$ cat src/rtl/led_control_multi.sv
// Multi-channel LED driver: off/on/slow/fast/vary flash and event pulse-stretch.
// One shared 10 ms prescaler keeps every flashing channel phase-aligned.
module led_control_multi #(
   parameter int CLOCK_SPEED   = 25000000,
   parameter int CHANNELS      = 4,
   parameter bit ACTIVE_LOW    = 1'b1,
   parameter int STRETCH_TICKS = 10
) (
   input  logic                    i_clock,
   input  logic                    i_reset_n,
   input  logic [3*CHANNELS-1:0]   i_mode,
   input  logic [CHANNELS-1:0]     i_event,
   output logic [CHANNELS-1:0]     o_led
);

   localparam int TICK_DIV = CLOCK_SPEED / 100;
   localparam int PW       = (TICK_DIV > 1) ? $clog2(TICK_DIV) : 1;

   localparam logic [PW-1:0] PRE_TOP = PW'(TICK_DIV - 1);
   localparam logic [5:0]    STRETCH = 6'(STRETCH_TICKS);

   localparam logic [2:0] M_ON    = 3'd1;
   localparam logic [2:0] M_SLOW  = 3'd2;
   localparam logic [2:0] M_FAST  = 3'd3;
   localparam logic [2:0] M_VARY  = 3'd4;
   localparam logic [2:0] M_PULSE = 3'd5;

   logic [PW-1:0] r_pre;
   logic          w_tick;

   assign w_tick = (r_pre == PRE_TOP);

   always_ff @(posedge i_clock or negedge i_reset_n) begin
      if (!i_reset_n) begin
         r_pre <= '0;
      end else if (w_tick) begin
         r_pre <= '0;
      end else begin
         r_pre <= r_pre + 1'b1;
      end
   end

   genvar g;
   for (g = 0; g < CHANNELS; g++) begin : g_ch
      logic [2:0] r_mode_q;
      logic       r_lit;
      logic [5:0] r_cnt;
      logic [1:0] r_swap;
      logic [5:0] r_stretch;

      logic [2:0] w_m;
      logic       w_chg;
      logic [5:0] w_half;
      logic       w_lit_n;
      logic [5:0] w_cnt_n;
      logic [1:0] w_swap_n;
      logic [5:0] w_str_n;

      assign w_m   = i_mode[3*g +: 3];
      assign w_chg = (w_m != r_mode_q);

      always_comb begin
         w_half   = ((w_m == M_SLOW) || ((w_m == M_VARY) && !r_swap[1]))
                    ? 6'd50 : 6'd10;
         w_lit_n  = 1'b0;
         w_cnt_n  = '0;
         w_swap_n = '0;
         w_str_n  = '0;
         // A mode change restarts the channel and swallows any coincident tick
         if (w_chg) begin
            w_lit_n = (w_m == M_ON);
            if ((w_m == M_PULSE) && i_event[g]) begin
               w_lit_n = 1'b1;
               w_str_n = STRETCH;
            end
         end else begin
            case (w_m)
               M_ON: w_lit_n = 1'b1;
               M_SLOW, M_FAST, M_VARY: begin
                  w_lit_n  = r_lit;
                  w_cnt_n  = r_cnt;
                  w_swap_n = r_swap;
                  if (w_tick) begin
                     if (r_cnt == w_half - 6'd1) begin
                        w_lit_n = ~r_lit;
                        w_cnt_n = '0;
                        if (w_m == M_VARY) w_swap_n = r_swap + 2'd1;
                     end else begin
                        w_cnt_n = r_cnt + 6'd1;
                     end
                  end
               end
               M_PULSE: begin
                  w_lit_n = r_lit;
                  w_str_n = r_stretch;
                  if (i_event[g]) begin
                     w_lit_n = 1'b1;
                     w_str_n = STRETCH;
                  end else if (w_tick && (r_stretch != 6'd0)) begin
                     w_str_n = r_stretch - 6'd1;
                     if (r_stretch == 6'd1) w_lit_n = 1'b0;
                  end
               end
               default: ;
            endcase
         end
      end

      always_ff @(posedge i_clock or negedge i_reset_n) begin
         if (!i_reset_n) begin
            r_mode_q  <= '0;
            r_lit     <= 1'b0;
            r_cnt     <= '0;
            r_swap    <= '0;
            r_stretch <= '0;
         end else begin
            r_mode_q  <= w_m;
            r_lit     <= w_lit_n;
            r_cnt     <= w_cnt_n;
            r_swap    <= w_swap_n;
            r_stretch <= w_str_n;
         end
      end

      assign o_led[g] = r_lit ^ ACTIVE_LOW;
   end

endmodule

$ cat config.mk
export PLATFORM = sky130hd
export DESIGN_NAME = led_control_multi
export DESIGN_NICKNAME = d
export VERILOG_FILES = /design/src/rtl/led_control_multi.sv
export SDC_FILE = /design/constraint.sdc
export NUM_CORES = 1
export LEC_CHECK = 0
export BUFFER_PORTS_ARGS = -buffer_cell sky130_fd_sc_hd__buf_2
export CAP_MARGIN = 20
export CORE_UTILIZATION = 58
export CTS_BUF_LIST = sky130_fd_sc_hd__clkbuf_2 sky130_fd_sc_hd__clkbuf_4 sky130_fd_sc_hd__clkbuf_8
export CTS_CLUSTER_DIAMETER = 200
export CTS_CLUSTER_SIZE = 24
export DETAILED_ROUTE_END_ITERATION = 16
export PLACE_DENSITY_LB_ADDON = 0.1
export SLEW_MARGIN = 40
export SYNTH_ARGS = -nofsm -noshare
export SYNTH_HDL_FRONTEND = slang
export SYNTH_SLANG_ARGS = --single-unit
$ cat constraint.sdc
create_clock -name i_clock -period 2.2 [get_ports i_clock]
set_clock_uncertainty 0.2 [all_clocks]
set_input_delay 0.33 -clock i_clock [delete_from_list [all_inputs] [get_ports i_clock]]
set_output_delay 0.33 -clock i_clock [all_outputs]
set_load 0.01 [all_outputs]
-- Yosys cells after proc, flatten, opt, wreduce, memory -nomap -nowiden
Cells that the tools add are included.
- bits in registers: 90
- output and inout port bits: 4
- input port bits: 18
- word-level logic and storage cells: 224
- bitwise operators: 4
- reductions and logical operators: 36
- mux-type cells: 93
- add/subtract/negate cells: 17
- eq/ne operators: 53
- operator list (operator ; count):
    6-bit 2-to-1 mux ; 36
    6-bit by 1-bit subtractor with 6-bit output (second input constant) ; 8
    2-bit 2-to-1 mux ; 20
    3-bit != test (second input constant) ; 12
    4-bit by 3-bit != test with 1-bit output (second input constant) ; 8
    1-bit 2-to-1 mux ; 28
    6-bit by 1-bit adder with 6-bit output (second input constant) ; 4
    3-bit by 2-bit equality test with 1-bit output (second input constant) ; 8
    3-bit equality test (second input constant) ; 8
    6-bit by 1-bit equality test with 1-bit output (second input constant) ; 4
    6-bit equality test ; 4
    6-bit nonzero test ; 4
    18-bit by 1-bit adder with 18-bit output (second input constant) ; 1
    18-bit equality test (second input constant) ; 1
    18-bit 2-to-1 mux ; 1
    4-bit 2-to-1 mux ; 4
    4-bit AND reduction ; 4
    3-bit by 1-bit equality test with 1-bit output (second input constant) ; 4
    1-bit logical AND ; 12
    3-bit != test ; 4
    1-bit one-hot mux with 3 select lines ; 4
    3-bit AND reduction ; 4
    3-bit OR reduction ; 4
    2-bit by 1-bit adder with 2-bit output (second input constant) ; 4
    other kinds (3) ; 12

-- Logic depth before layout (Yosys ltp)
- depth in word-level cells: 10
- gate-level depth with buffers: 10
- depth with buffers taken out: 7

-- Worst setup path before layout
OpenSTA, ideal clock, no wires.
- path kind: reg-to-reg
- from: reg r_pre[0]
- to: reg g_ch[0].r_cnt[4]
- path buffers: 3
- clock period less this slack: 2.203 ns
- required time: 1.922 ns
- path slack: -0.003 ns
- library setup time: 0.078 ns
- stages on the path, launching flop included: 10
- data arrival time: 1.925 ns
- path through: dfrtp_1 > ha_1 > and3_1 > buf_2 > and3_1 > buf_4 > nand2_1 > clkbuf_1 > or4_1 > a21oi_1
- longest elaborated chain between the ends: 2
- RTL lines (what ; line ; source):
    from (decl) ; 28 ; logic [PW-1:0] r_pre;
    from (signal assigned) ; 39 ; r_pre <= r_pre + 1'b1;
    18-bit equality test ; 31 ; assign w_tick = (r_pre == PRE_TOP);
    3-bit != test (no source line) ; -- ;
    to (signal assigned) ; 119 ; r_cnt <= w_cnt_n;
    to (decl) ; 47 ; logic [5:0] r_cnt;
No other way between the ends.
A chain may end at the register's enable or synchronous reset.

-- Final worst setup path
- from: reg r_pre[13]
- to: reg g_ch[1].r_swap[1]
- longest elaborated chain between the ends: 3
- RTL lines (what ; line ; source):
    18-bit equality test ; 31 ;
    3-bit != test (no source line) ; -- ;
    3-bit AND reduction (no source line) ; -- ;
    to (signal assigned) ; 120 ; r_swap <= w_swap_n;
    to (decl) ; 48 ; logic [1:0] r_swap;
No other way between the ends.

==> implementation parameters <==
Parameter                              Value

Yosys
  Share of synthesized registers carrying an async set or reset ... 100%
  EDFF count, synth ... 0
  Synth unique cells ... 84
  Sequential element share of the synthesized area ... 41.2%
  Most used flip-flop cell after synthesis ... sky130_fd_sc_hd__dfrtp_1
  Average instance area after synthesis ... 9.70 µm²
  Cell area after technology mapping ... 5470 µm²
  Yosys warning count ... 0
  Syn Nets ... 603
  Top-area cell type share of the netlist area ... 41.2%
  Post-Syn Instances ... about 560
  Dominant cell by count in the synthesized netlist ... sky130_fd_sc_hd__dfrtp_1
  Synth top cells by count ... sky130_fd_sc_hd__dfrtp_1, sky130_fd_sc_hd__nand2_1, sky130_fd_sc_hd__a21oi_1
  Most area-hungry cell type in the Yosys netlist ... sky130_fd_sc_hd__dfrtp_1
  Cell types occupying the most area after synthesis ... sky130_fd_sc_hd__dfrtp_1, sky130_fd_sc_hd__ha_1, sky130_fd_sc_hd__a21oi_1
  Flop and latch count out of synthesis ... 90

CTS
  Clock transition at the registers of the reported paths ... 0.09 ns
  TritonCTS sink count ... 90
  Number of buffers on the longest clock path ... 2
  TritonCTS clock tree ... built
  Worst-skew pair later-pin latency ... 0.36 ns
  Max H-tree Level ... 3
  Inserted Clock Buffers ... 9
  Root Driver ... sky130_fd_sc_hd__clkbuf_8

Floorplanning
  Die height ... ~99 µm
  DIE AREA ... 9830 µm²
  Effective utilization at floorplan ... 59.5%
  Number of top-level pins ... 22
  Placeable core region ... 9200 µm²
  Width of the die ... about 99 µm
  Number of rows created at floorplan ... 35

STA
  Hold Worst Slack ... between 0.02 and 0.025 ns
  Setup violation total in the final timing report ... 23
  Time the worst path needs with I/O delays and setup ... between 2 and 2.5 ns
  Actual slew at the worst max-slew pin ... 0.682 ns
  Unrepaired setup endpoints after global routing ... true
  Highest clock frequency the design can meet ... 423 MHz
  Hold violation total from the final report ... 0
  Share of the cycle needed by the critical path after routing ... 107%
  Worst max-slew margin expressed relative to the limit ... 54.3%
  Post-layout worst setup margin ... -0.162 ns
  Final slew viol count ... 0

Power
  Combinational power share ... around 8.2%
  Final Total Pwr ... 3120 µW
  Pwr/cell area ... between 400 and 500 nW/µm²
  Cell Int Power ... between 2000 and 2500 µW
  Psw ... approximately 740 µW
  Switching share of power ... 23.8%
  Leakage power of the design ... 0.00296 µW
  Fraction of power consumed by the clock network ... 37.4%
  Share of power burned in registers ... a little over half
  Worst-case vdd ir drop ... 373 µV

Critical path
  Crit path to ... g_ch[1].r_swap[1]
  Capturing point of the worst reg2reg path ... g_ch[1].r_swap[1]
  Category of the critical setup timing path ... reg2reg
  Critical path cell sequence ... or4_4, nor2_4, buf_12, o2111ai_2, or4_1, a21oi_1
  Total buffers and inverters traversed by the critical path ... 1
  Depth of the critical timing path with buffers and inverters included ... 6
  Kind of capture point of the worst setup path ... flop
  Reg-to-reg slack, setup ... -0.16 ns
  Cells on worst reg2reg path ... 6
  Top cell family by delay on the critical path ... simple AND/OR/NAND/NOR gates
  Start point of the critical path ... r_pre[13]
  Worst EP arrival ... 2.45 ns
  Delay of the slowest cell on the worst path ... 0.56 ns
  Kind of start point of the critical path ... flop
  Slowest cell on the critical path ... sky130_fd_sc_hd__or4_4
  Critical R2R Launch ... r_pre[13]
  Crit path max fanout ... 4
  Required time at the endpoint of the critical path ... 2.29 ns

Global routing
  GR Util All Layers ... a little over a quarter
  Vias in the first global route ... between 4000 and 5000
  Initial antenna violation count ... 0
  Pin count of the biggest net entering global routing ... slightly above 90
  Wire length of the first global-routing pass ... 20800 µm
  GRT Residual Overflow ... 0

Placed design
  Count of input and output buffers ... 21
  Post-DP HPWL ... 8740 µm
  Post-place instance area ... 6210 µm²
  Final GP Congestion ... 0.876

Status
  Violations in the final reports ... negative setup slack
  Run status ... finished with violations

Drt
  Number of DRC violations after detailed routing ... 0
  Remaining number of nets flagged by the antenna check after routing ... 0
  DR vias ... roughly 4800
  Final wirelength ... 12900 µm
  First-pass iteration count of the detailed router ... 4
  DRC marker count from the first detailed-route iteration ... 139
  Vias per inst ... 6.06
  Wire length per cell ... 16.3 µm

Min path
  Class of the most critical hold timing path ... in2reg

Run
  Max capacitance violation total ... 0

Layout
  Area overhead of the layout relative to synthesis ... 25.2%
  # nets final ... 715
  Share of post-route cells with drive strength above 1 ... 28.4%
  Final Core Density ... between 70% and 80%
  Summed area of non-filler cells in the final layout ... ~6900 µm²
-- power by group through the flow --
stage	logic (µW)	registers, µW	clock network (µW)
after floorplan	110	1720	0
after global placement	227	1720	0
after detailed placement	234	1730	0
after CTS	251	1690	1190
after global routing	283	1700	1250
final	256	1690	1170
-- metrics by stage --
stage	instances	worst slack [ns]	TNS, ns
2_1_floorplan	564	0.00961	0
5_1_grt	791	-0.242	-4.58
4_1_cts	778	-0.0841	-0.627
3_5_place_dp	751	-0.160	-1.69
6_report	792	-0.162	-2.31
3_3_place_gp	751	-0.146	-0.704
-- worst register-to-register path, stage by stage (launching register included) --
cell and delay [ns]:
sky130_fd_sc_hd__dfrtp_1 0.43, sky130_fd_sc_hd__or4_4 0.56, sky130_fd_sc_hd__nor2_4 0.20, sky130_fd_sc_hd__buf_12 0.14
sky130_fd_sc_hd__o2111ai_2 0.12, sky130_fd_sc_hd__or4_1 0.50, sky130_fd_sc_hd__a21oi_1 0.16
-- layout make-up --
type                            instances  area (µm²)
Antenna cell                            1        2.50
Clock buffer                           11         151
Clock inverter                          4        51.3
Fill cell                             690        2340
Inverter                               23        86.3
Multi-Input combinational cell        434        3240
Sequential cell                        90        2250
Tap cell                              111         139
Timing Repair Buffer                  118         930
-- kinds of logic after synthesis --
kind of cell / after synthesis / synth area share, %
buf+inv: 40 / 3.13
compound gates: 117 / 14.9
xor+xnor: 34 / 5.44
flops: 90 / 41.2
fa+ha+maj: 21 / 4.80
simple gates: 252 / 28.6
mux: 10 / 1.99
-- sequential cells by signal, indices dropped and copies added, names as in the netlist --
signal	flops
g_ch.r_cnt	24
g_ch.r_stretch	24
r_pre	18
g_ch.r_mode_q	12
g_ch.r_swap	8
g_ch.r_lit	4
-- placed cells by master, fill, tap and decap left out, drive strengths merged, types with 9 or more instances in the layout --
master and instances:
nand3 30, or3 12, nor2b 9, nand4 11
clkbuf 11, ha 21, dlygate4sd3 9, nand2 43
or4 13, o31ai 10, xor2 16, nor2 30
a21oi 35, dfrtp 90, buf 109, o21ai 15
nor3 12, xnor2 18, inv 23, a31oi 13
and3 13
-- worst min-delay path by stage --
| stage | startpoint | to | cells past startpoint | slack [ns] |
|---|---|---|---|---|
| 2_1_floorplan | i_reset_n | g_ch[0].r_cnt[0] | 0 | -0.17 |
| 3_3_place_gp | i_reset_n | g_ch[0].r_swap[1] | 2 | 0.22 |
| 3_5_place_dp | i_reset_n | g_ch[0].r_mode_q[2] | 2 | 0.22 |
| 4_1_cts | i_mode[5] | g_ch[1].r_mode_q[2] | 2 | 0.008 |
| 5_1_grt | i_mode[5] | g_ch[1].r_mode_q[2] | 2 | 0.03 |
| 6_report | i_mode[5] | g_ch[1].r_mode_q[2] | 2 | 0.02 |
-- layer usage --
layer	vias up	GRT usage, %	share of wire (%)
met2	97	46.3	51
li1	2324	-	-
met4	0	9.84	1.4
met3	16	3.65	3.5
met5	-	0	0
met1	2360	32.9	44
-- what timing repair did --
action / in CTS / in global routing
setup buffers: 3 / 11
pin swaps: 7 / 30
hold buffers: 9 / 0
endpoints found under the setup margin: 23 / 50
gates cloned: 0 / 2
resized for setup: 10 / 44
hold endpoints to repair: 98 / 0
Note: power is estimated with default switching activity, not from simulation.
